[config.mk]
export PLATFORM = sky130hd
export DESIGN_NAME = alu_issue_ctrl
export DESIGN_NICKNAME = d
export VERILOG_FILES = /design/src/rtl/alu_defs_pkg.sv /design/src/rtl/op_decode.sv /design/src/rtl/alu_issue_ctrl.sv
export SDC_FILE = /design/constraint.sdc
export NUM_CORES = 1
export LEC_CHECK = 0
export CAP_MARGIN = 25
export CORE_UTILIZATION = 43
export DETAILED_ROUTE_END_ITERATION = 8
export PLACE_DENSITY = 0.94
export SETUP_SLACK_MARGIN = 0.3
export SLEW_MARGIN = 15
export SYNTH_ARGS = -nofsm -noshare
export SYNTH_HDL_FRONTEND = slang
export SYNTH_HIERARCHICAL = 1
export SYNTH_SLANG_ARGS = --single-unit
[constraint.sdc]
create_clock -name clk -period 3.5 [get_ports clk]
set_clock_uncertainty 0.15 [all_clocks]
set_input_delay 0.525 -clock clk [delete_from_list [all_inputs] [get_ports clk]]
set_output_delay 0.525 -clock clk [all_outputs]
set_load 0.01 [all_outputs]
[src/rtl/alu_defs_pkg.sv]
// Shared constants and types for the ALU issue path.
// Opcode map, FSM state encoding and operand width.
package alu_defs;

  localparam int WIDTH = 8;
  localparam int OPW   = 3;

  localparam logic [2:0] OP_ADD = 3'd1;
  localparam logic [2:0] OP_SUB = 3'd2;
  localparam logic [2:0] OP_INC = 3'd3;
  localparam logic [2:0] OP_DEC = 3'd4;

  typedef enum logic [1:0] {
    IDLE = 2'd0,
    EXEC = 2'd1,
    DONE = 2'd2
  } state_t;

  function automatic logic is_arith(
    input logic [2:0] op
  );
    return (op >= OP_ADD) && (op <= OP_DEC);
  endfunction

endpackage

[src/rtl/op_decode.sv]
// One-hot opcode decoder with enable.
// Disabled output is all-zero.
module op_decode #(
  parameter int OPW = 3
) (
  input  logic                en,
  input  logic [OPW-1:0]      sel,
  output logic [2**OPW-1:0]   d
);

  // Single hot bit at position sel while enabled
  always_comb begin
    d = '0;
    if (en) d[sel] = 1'b1;
  end

endmodule

[src/rtl/alu_issue_ctrl.sv]
// Issue/capture sequencer around the combinational adder.
// Registers the request, fires add_d one cycle, captures ans.
module alu_issue_ctrl #(
  parameter int WIDTH = 8,
  parameter int OPW   = 3
) (
  input  logic               clk,
  input  logic               rst_n,
  input  logic               in_valid,
  output logic               in_ready,
  input  logic [OPW-1:0]     in_opcode,
  input  logic [WIDTH-1:0]   in_op1,
  input  logic [WIDTH-1:0]   in_op2,
  output logic [WIDTH-1:0]   add_op1,
  output logic [WIDTH-1:0]   add_op2,
  output logic [2**OPW-1:0]  add_d,
  input  logic [WIDTH-1:0]   add_ans,
  output logic               out_valid,
  input  logic               out_ready,
  output logic [WIDTH-1:0]   out_result,
  output logic               out_zero,
  output logic               out_neg,
  output logic               out_arith
);

  import alu_defs::*;

  state_t           state_q;
  state_t           state_d;
  logic [OPW-1:0]   opc_q;
  logic [WIDTH-1:0] op1_q;
  logic [WIDTH-1:0] op2_q;
  logic [WIDTH-1:0] res_q;
  logic             zero_q;
  logic             neg_q;
  logic             arith_q;
  logic             accept;
  logic             exec;

  assign accept = in_valid & in_ready;
  assign exec   = (state_q == EXEC);

  // Next state and handshake outputs
  always_comb begin
    state_d   = state_q;
    in_ready  = 1'b0;
    out_valid = 1'b0;
    unique case (1'b1)
      state_q == IDLE: begin
        in_ready = 1'b1;
        if (in_valid) state_d = EXEC;
      end
      state_q == EXEC: begin
        state_d = DONE;
      end
      state_q == DONE: begin
        out_valid = 1'b1;
        if (out_ready) begin
          in_ready = 1'b1;
          state_d  = in_valid ? EXEC : IDLE;
        end
      end
      default: state_d = IDLE;
    endcase
  end

  // State register
  always_ff @(posedge clk or negedge rst_n) begin
    if (!rst_n) state_q <= IDLE;
    else        state_q <= state_d;
  end

  // Request registers, loaded only on acceptance
  always_ff @(posedge clk or negedge rst_n) begin
    if (!rst_n) begin
      opc_q <= '0;
      op1_q <= '0;
      op2_q <= '0;
    end else if (accept) begin
      opc_q <= in_opcode;
      op1_q <= in_op1;
      op2_q <= in_op2;
    end
  end

  // Result and flags, captured at the end of EXEC
  always_ff @(posedge clk or negedge rst_n) begin
    if (!rst_n) begin
      res_q   <= '0;
      zero_q  <= 1'b0;
      neg_q   <= 1'b0;
      arith_q <= 1'b0;
    end else if (exec) begin
      res_q   <= add_ans;
      zero_q  <= (add_ans == '0);
      neg_q   <= add_ans[WIDTH-1];
      arith_q <= is_arith(opc_q);
    end
  end

  op_decode #(
    .OPW (OPW)
  ) u_dec (
    .en  (exec),
    .sel (opc_q),
    .d   (add_d)
  );

  assign add_op1    = op1_q;
  assign add_op2    = op2_q;
  assign out_result = res_q;
  assign out_zero   = zero_q;
  assign out_neg    = neg_q;
  assign out_arith  = arith_q;

endmodule

==> key figures <==
GRT
  – First-pass GRT wire length: 4.53 mm
  – Initial antenna violation count: 0
  – Gr ovfl total: 0
  – Vias in the first global route: 1007
  – GRT Total Usage: 0.185
  – Pin count of the biggest net entering global routing: 32

Synth
  – Simple-gate area share of the yosys netlist: 0.131
  – Post-synth ARST share: 1.00
  – Adder-cell share of the synthesized area: 0
  – Synthesized flop and latch total: 31
  – Main synth FF type: dfrtp_1
  – Proportion of synthesized area in mux cells: 0.267
  – Yosys top cell area share: 0.553
  – Commonest cells post-synth: dfrtp_1 (31), mux2_4 (19), mux2_2 (8)
  – Top cells by area, synth: dfrtp_1 (55%), mux2_4 (20%), mux2_2 (6.4%)
  – Post-synth cell types: 22
  – Synth Warn #: 6
  – Compound-cell area share of the yosys netlist: 0.0107
  – EDFF count, synth: 0
  – Syn Std Cell Area: 0.00140 mm2
  – Post-synthesis sequential area ratio: 0.553
  – Syn_nets: 118
  – Synth Instances: 87
  – Avg Cell Area, Syn: 16.1 um2
  – Main combinational cell family by area after synthesis: multiplexers
  – Yosys top cell by area: dfrtp_1
  – Post-Synth XOR/XNOR Area: 0.00624
  – Top-count cell post-synth: dfrtp_1

Clock tree
  – Clk pin slew, worst setup/hold paths: 100 ps
  – Worst skew pair latency: 330 ps
  – CTS tree: done
  – Post-CTS setup buffer count: 0
  – CTS H-tree lvls: 2
  – Clk buf depth: 2
  – PostCTS Resize Cnt: 0
  – Cts hold-fix bufs: 0
  – Clk sinks: 31
  – Root Driver: clkbuf_4
  – CTS buffer count: 5

Outcome
  – Status: complete, no violations

Route
  – First drt pass iteration count: 3
  – Routed len/inst: 14.4 um
  – DRC Markers: 0
  – Post-Route WL: 2.94 mm
  – Iteration-0 DRC count of the detailed router: 10
  – Routed vias: 964
  – Vias per cell: 4.73
  – Antenna-violating nets left: 0

STA
  – Slew Limit Fails: 0
  – Setup TNS: 0 ps
  – Slew @ Worst Pin: 366 ps
  – Min cycle time layout: 2770 ps
  – Highest Clock Rate: 361 MHz
  – Final worst path period share: 0.791
  – Final setup vio count: 0
  – Setup repair after global routing missed its margin: false
  – Final Hold Vio Count: 0
  – Slew headroom: 0.756

Placement
  – Placed cell areas: 0.00210 mm2
  – Placer congestion estimate: 0.742
  – DP HPWL: 2.23 mm
  – Cell count after placement: 196
  – I/O Buffers: 67

Floorplan
  – Die height: 59.1 um
  – Rows: 20
  – DIE AREA: 0.00350 mm2
  – Die Wd: 59.1 um
  – CORE AREA: 0.00308 mm2
  – IO Count: 68
  – Starting Density: 0.456

Finish
  – Layout cells sized above 1: 0.288
  – Area delta synth->final: 56.0%
  – FILL cells: 213
  – Ant diodes: 0
  – # nets final: 190
  – Non-Filler Instances: 204
  – Design area: 0.00219 mm2

Critical path
  – Arrival @ worst endpoint: 2090 ps
  – CP startpoint kind: register
  – Required time of the critical path: 2820 ps
  – Setup crit end kind: primary output
  – Crit path kind: reg2out
  – Critical path peak fanout: 14

Power and ir drop
  – VDD IR-drop max: 0.311 mV
  – Tot Pwr: 1.34 mW
  – Pwr/cell area: 613 mW/mm2
  – Leakage: 0.945 nW

Flow run
  – Max-cap viol count: 0

Min path
  – Hold Crit Class: reg2reg
per-stage QoR:
step	utilization	hold slack, ps	setup WS, ps
final	0.711	354	733
after global routing	0.711	389	600
after CTS	0.711	360	710
after detailed placement	0.683	324	1080
after global placement	0.683	322	1110
after floorplan	-	79.4	1690
cell type report:
cell class / count / area [um2] / share of cell area
timing repair buffer: 69 / 686 / 0.313
sequential: 31 / 776 / 0.354
multi-input combinational: 51 / 583 / 0.266
inverter: 1 / 3.75 / 0.00171
clock buffer: 6 / 51.3 / 0.0234
tap: 44 / 55.1 / 0.0251
clock inverter: 2 / 35.0 / 0.0160
cell families after synthesis:
family / after synthesis
muxes: 27
AOI/OAI and AO/OA: 3
and+or+nand+nor: 20
xor gates and xnor gates: 1
buffers and inverters: 5
DFF: 31
state kept, by name, summed over array words and instances, names as in the netlist:
| register | cells |
|---|---|
| out_zero | 1 |
| out_arith | 1 |
| add_op2 | 8 |
| out_result | 8 |
| state_q | 2 |
| add_op1 | 8 |
| opc_q | 3 |
layout by cell type, fill, tap and decap left out, types with 2 or more instances in the layout:
master	count
nand2_1	3
clkdlybuf4s50_1	67
buf_4	2
nor2_1	2
and4b_2	2
o21ai_0	3
mux2_2	8
clkbuf_4	5
mux2_4	19
and4bb_1	2
nor4_1	2
dfrtp_1	31
routing by layer:
layer,part of all wire,vias up,GRT usage,wire (um)
li1,-,455,-,-
met1,0.38,455,0.207,1120
met2,0.52,45,0.304,1520
met3,0.076,9,0.0786,224
met4,0.025,0,0.0918,74
met5,0,-,0,0
where the power goes:
part	total, mW	internal [mW]	switching [mW]
clock	0.286	0.169	0.118
sequential	0.540	0.462	0.0776
combinational	0.516	0.347	0.169
total	1.34	0.978	0.364
path summary, 6_finish.rpt:
check | from | end | slack [ps] | cells after the start
setup / recovery | state_q[1]$_DFFE_PN0P_ | add_d[0] | 730 | 4
hold / removal | out_zero$_DFFE_PN0P_ | out_zero$_DFFE_PN0P_ | 350 | 2
setup reg to reg | state_q[1]$_DFFE_PN0P_ | add_op2[1]$_DFFE_PN0P_ | 1820 | 4
hold reg to reg | out_zero$_DFFE_PN0P_ | out_zero$_DFFE_PN0P_ | 350 | 2
max in group asynchronous | rst_n | opc_q[2]$_DFFE_PN0P_ | 2500 | 2
min in group asynchronous | rst_n | out_result[1]$_DFFE_PN0P_ | 430 | 2
critical path: stages, from the launching register on:
cell and delay, ps:
dfrtp_1 410, nand2b_2 320, inv_1 210, nor4b_2 240, clkdlybuf4s50_1 590
(Power assumes the default switching activity.)
